### config.mk
export PLATFORM = sky130hd
export DESIGN_NAME = hb1_interp_filter
export DESIGN_NICKNAME = d
export VERILOG_FILES = /design/src/rtl/hb1_interp_filter.sv
export SDC_FILE = /design/constraint.sdc
export NUM_CORES = 2
export LEC_CHECK = 0
export CORE_ASPECT_RATIO = 1.75
export CORE_MARGIN = 8
export CORE_UTILIZATION = 60
export DETAILED_ROUTE_END_ITERATION = 7
export GPL_ROUTABILITY_DRIVEN = 0
export PLACE_DENSITY = 0.88
export SETUP_SLACK_MARGIN = 0.2
export SYNTH_ARGS = -nofsm -noshare
export SYNTH_HDL_FRONTEND = slang
export SYNTH_SLANG_ARGS = --single-unit
### constraint.sdc
create_clock -name clk -period 12.8 [get_ports clk]
set_input_delay 1.28 -clock clk [delete_from_list [all_inputs] [get_ports clk]]
set_output_delay 1.28 -clock clk [all_outputs]
set_load 0.02 [all_outputs]
### src/rtl/hb1_interp_filter.sv
// 2x halfband interpolator, 7-tap polyphase; HB_INTERP_SAT_EN saturates the even phase, otherwise it wraps.
// Even sample 2 clk after input strobe, odd 1 clk after 2x strobe; no backpressure, misuse sets sticky phase_err.
module hb1_interp_filter #(
   parameter int DW = 35,
   parameter int COEF_W = 31,
   parameter logic signed [COEF_W-1:0] C0 = 31'sd54357298,
   parameter logic signed [COEF_W-1:0] C1 = 31'sd316817548,
   parameter int FRAC = 30
) (
   input  logic          clk,
   input  logic          rst,
   input  logic          clk_vld_in,
   input  logic          clk_vld_2x,
   input  logic [DW-1:0] dat_in,
   output logic          clk_vld_out,
   output logic [DW-1:0] dat_out,
   output logic          phase_err
);
   localparam int PW = DW + COEF_W + 2;

   typedef enum logic [1:0] {S_WAIT, S_A, S_B} state_t;

   state_t               state_q, state_d;
   logic signed [DW-1:0] d0_q, d1_q, d2_q, d3_q;
   logic signed [DW-1:0] d0_d, d1_d, d2_d, d3_d;
   logic [DW-1:0]        dat_out_q, dat_out_d;
   logic                 vld_q, vld_d;
   logic                 err_q, err_d;

   logic signed [DW:0]   sum_03, sum_12;
   logic signed [PW-1:0] sum_03_x, sum_12_x, c0_x, c1_x, acc, acc_sh;
   logic [DW-1:0]        a_val;
   logic                 accept;

   // Symmetric taps share one multiplier each after the pre-add.
   always_comb begin
      sum_03   = {d0_q[DW-1], d0_q} + {d3_q[DW-1], d3_q};
      sum_12   = {d1_q[DW-1], d1_q} + {d2_q[DW-1], d2_q};
      sum_03_x = {{(PW-DW-1){sum_03[DW]}}, sum_03};
      sum_12_x = {{(PW-DW-1){sum_12[DW]}}, sum_12};
      c0_x     = {{(PW-COEF_W){C0[COEF_W-1]}}, C0};
      c1_x     = {{(PW-COEF_W){C1[COEF_W-1]}}, C1};
      acc      = c1_x * sum_12_x - c0_x * sum_03_x;
      acc_sh   = acc >>> (FRAC - 1);
`ifdef HB_INTERP_SAT_EN
      if ((&acc_sh[PW-1:DW-1]) || !(|acc_sh[PW-1:DW-1])) begin
         a_val = acc_sh[DW-1:0];
      end else if (acc_sh[PW-1]) begin
         a_val = {1'b1, {(DW-1){1'b0}}};
      end else begin
         a_val = {1'b0, {(DW-1){1'b1}}};
      end
`else
      a_val = acc_sh[DW-1:0];
`endif
   end

`ifndef HB_INTERP_SAT_EN
   logic unused_acc_hi;
   assign unused_acc_hi = ^acc_sh[PW-1:DW];
`endif

   assign accept = clk_vld_in & clk_vld_2x;

   always_comb begin
      state_d   = state_q;
      d0_d      = d0_q;
      d1_d      = d1_q;
      d2_d      = d2_q;
      d3_d      = d3_q;
      dat_out_d = dat_out_q;
      vld_d     = 1'b0;
      err_d     = err_q;

      if (clk_vld_in && !clk_vld_2x) begin
         err_d = 1'b1;
      end

      case (state_q)
         S_WAIT: begin
            if (accept) begin
               {d3_d, d2_d, d1_d, d0_d} = {d2_q, d1_q, d0_q, dat_in};
               state_d = S_A;
            end
         end
         S_A: begin
            dat_out_d = a_val;
            vld_d     = 1'b1;
            state_d   = S_B;
            if (clk_vld_in) begin
               err_d = 1'b1;
            end
         end
         S_B: begin
            // A new sample arriving before the odd slot forfeits that odd output.
            if (accept) begin
               {d3_d, d2_d, d1_d, d0_d} = {d2_q, d1_q, d0_q, dat_in};
               err_d   = 1'b1;
               state_d = S_A;
            end else if (clk_vld_2x) begin
               dat_out_d = d1_q;
               vld_d     = 1'b1;
               state_d   = S_WAIT;
            end
         end
         default: state_d = S_WAIT;
      endcase
   end

   always_ff @(posedge clk) begin
      if (rst) begin
         state_q   <= S_WAIT;
         d0_q      <= '0;
         d1_q      <= '0;
         d2_q      <= '0;
         d3_q      <= '0;
         dat_out_q <= '0;
         vld_q     <= 1'b0;
         err_q     <= 1'b0;
      end else begin
         state_q   <= state_d;
         d0_q      <= d0_d;
         d1_q      <= d1_d;
         d2_q      <= d2_d;
         d3_q      <= d3_d;
         dat_out_q <= dat_out_d;
         vld_q     <= vld_d;
         err_q     <= err_d;
      end
   end

   assign clk_vld_out = vld_q;
   assign dat_out     = dat_out_q;
   assign phase_err   = err_q;
endmodule
==> results_dict.tcl <==
set metrics [dict create \
    finalHoldViolations 0 \
    die_h_um 380 \
    vias_per_cell 6.08 \
    fp.dieW_um 224 \
    yosys.cell_count.top_type "inv_1" \
    synth-seq-cells 179 \
    clk_latency_ns 0.52 \
    stdcell_area_um2 48600 \
    setup_viol 0 \
    synth_commonest_cells "inv_1 (1401), ha_1 (754), fa_1 (722), nand2_1 (452), a21oi_1 (404)" \
    synthToLayoutAreaGrowth_pct 6.99 \
    hp-class "flop to flop" \
    drv_slew 0 \
    synth-edff-count 0 \
    worstSetupStartpointType "flop" \
    root_buffer "clkbuf_16" \
    synth_cell_types 88 \
    dp_hpwl_mm 118 \
    clk_pin_slew_ns 0.08 \
    criticalPathCategory "flop to flop" \
    antenna_left 0 \
    dieArea_um2 85000 \
    clock_sinks 179 \
    arrival_ns 12.87 \
    ctsHoldBuffers 0 \
    pwr_density_cell_nw_per_um2 158 \
    core_um2 75100 \
    critPathSlowestCell "a2111oi_1" \
    cp_data_required_time_ns 13.17 \
    period_minus_slack_ns 12.51 \
    vdd_drop_max_mv 0.284 \
    p_leak_uw 0.0264 \
    final_nets 6832 \
    first_pass_iters 8 \
    outcome "finished with violations" \
    cp_max_fo 10 \
    grt_pass1_vias 41810 \
    cap_viol_max_count 1 \
    maxSlewHeadroom_pct 1.84 \
    crit_buf_inv 6 \
    yosys.area.top_type "fa_1" \
    synth_top_area_share_pct 31.9 \
    antenna_found_initial 6 \
    grt_start_max_net_pins 112 \
    start_util_pct 60.5 \
    max_freq_mhz 80.0 \
    drt_wl_total_mm 145 \
    htreeDepth 4 \
    finalCritPeriodShare_pct 97.7 \
    drive_gt1_share_pct 3.59 \
    grt_first_pass_wirelength_mm 223 \
    critPathTopFamily "compound AO/OA/AOI/OAI gates" \
    grt_usage_pct 33.9 \
    ys_async_sr_fraction_pct 0 \
    synth.avg_cell_area_um2 8.66 \
    syn-cell-area_um2 45400 \
    synth_ff_type "dfxtp_1" \
    wl_per_cell_um 22.9 \
    placed_area_um2 47700 \
    vias 38539 \
    rsz0062_at_grt "yes" \
    total_power_uw 7660 \
    yosysWarnings 0 \
    final_util_pct 64.7 \
    cts.path.max_buffers 3 \
    clock_skew_ns 0.0244 \
    port_buffers 75 \
    drt_iter0_drc 3709 \
    row_count 133 \
    ioPinCount 76 \
    end_kind "flop" \
    worst_slack_ns 0.295 \
    yosysSeqAreaShare_pct 7.90 \
    worstMarginPinSlew_ns 1.46 \
    critPathMaxStageDelay_ns 0.51 \
    syn_inst 5241 \
    dp_slack_ns 0.173 \
    cts_buffers 25 \
    tritoncts "done" \
    violations "max-capacitance violations" \
    drc_errors 0 \
    synthTopCellsByArea "fa_1 (32%), ha_1 (21%), inv_1 (12%)" \
    crit_top_cell "fa_1" \
    grt-ovfl-total 0 \
]
==> final cells by class <==
cell class | count | area [um^2]
Fill cell | 5577 | 26500
Tap cell | 1012 | 1270
Antenna cell | 1 | 2.50
Multi-Input combinational cell | 3553 | 36300
Clock buffer | 29 | 681
Timing Repair Buffer | 156 | 1370
Inverter | 1402 | 5260
Sequential cell | 179 | 3580
Clock inverter | 4 | 47.5
==> registers in the layout (all words and copies together), names as in the netlist <==
| register | cells |
|---|---|
| d3_q | 35 |
| dat_out | 35 |
| d0_q | 35 |
| state_q | 2 |
| d2_q | 35 |
| d1_q | 35 |
| clk_vld_out | 1 |
| phase_err | 1 |
==> worst min-delay path, cell delays in order, from the launching register on <==
cell and delay (ns):
dfxtp_1 0.32, nand2_1 0.05, a21oi_1 0.05
==> placed cells by master, fill, tap and decap left out, types with 34 or more instances in the layout <==
cell type,count
o21ai_0,145
nor3_1,39
fa_1,722
ha_1,753
xor2_1,100
o21bai_1,34
clkdlybuf4s50_1,74
nand3_1,38
a21oi_1,400
nor2_1,130
inv_1,1401
a211oi_1,37
nand4_1,37
dfxtp_1,179
buf_4,79
xnor2_1,161
nand2_1,452
a21o_1,138
==> final timing paths <==
path	slack (ns)	to	from	cells after the start
hold / removal	0.46	d3_q[11]	d3_q[11]	2
setup reg to reg	0.29	dat_out[34]	d1_q[0]	47
hold reg to reg	0.46	d3_q[11]	d3_q[11]	2
setup / recovery	0.29	dat_out[34]	d1_q[0]	47
==> report_power, final <==
| group | switching, uW | internal, uW | total, uW | leakage, uW |
|---|---|---|---|---|
| clock | 254 | 392 | 646 | 0.000359 |
| combinational | 4200 | 2180 | 6380 | 0.0246 |
| sequential | 39.7 | 594 | 634 | 0.00145 |
==> stage by stage <==
stage	TNS [ns]	std cells	hold WS, ns
2_1_floorplan	0	5243	0.440
4_1_cts	0	6334	0.461
6_report	0	6336	0.460
3_5_place_dp	0	6301	0.451
5_1_grt	-0.0336	6335	0.479
3_3_place_gp	-1.13	6300	0.446
==> layer usage <==
| layer | vias up | track usage [%] | routed length, um |
|---|---|---|---|
| met3 | 1040 | 6.98 | 13000 |
| li1 | 16646 | - | - |
| met4 | 6 | 31.0 | 16600 |
| met2 | 2497 | 57.7 | 69200 |
| met1 | 18350 | 34.7 | 46000 |
| met5 | - | 0 | 42 |
==> kinds of logic after synthesis <==
| group | share of synthesized area (%) |
|---|---|
| compound gates | 13.1 |
| xor+xnor | 5.49 |
| fa+ha+maj | 52.6 |
| buf+inv | 12.5 |
| flops | 7.90 |
| mux | 0.135 |
| other cells | 0.00826 |
| simple gates | 8.25 |
==> what timing repair did <==
| item | CTS | global route |
|---|---|---|
| endpoints found under the setup margin | 1 | 23 |
| resized for setup | 2 | 24 |
| pin swaps | 0 | 3 |
| setup buffers | 0 | 1 |
(Power assumes the default switching activity.)
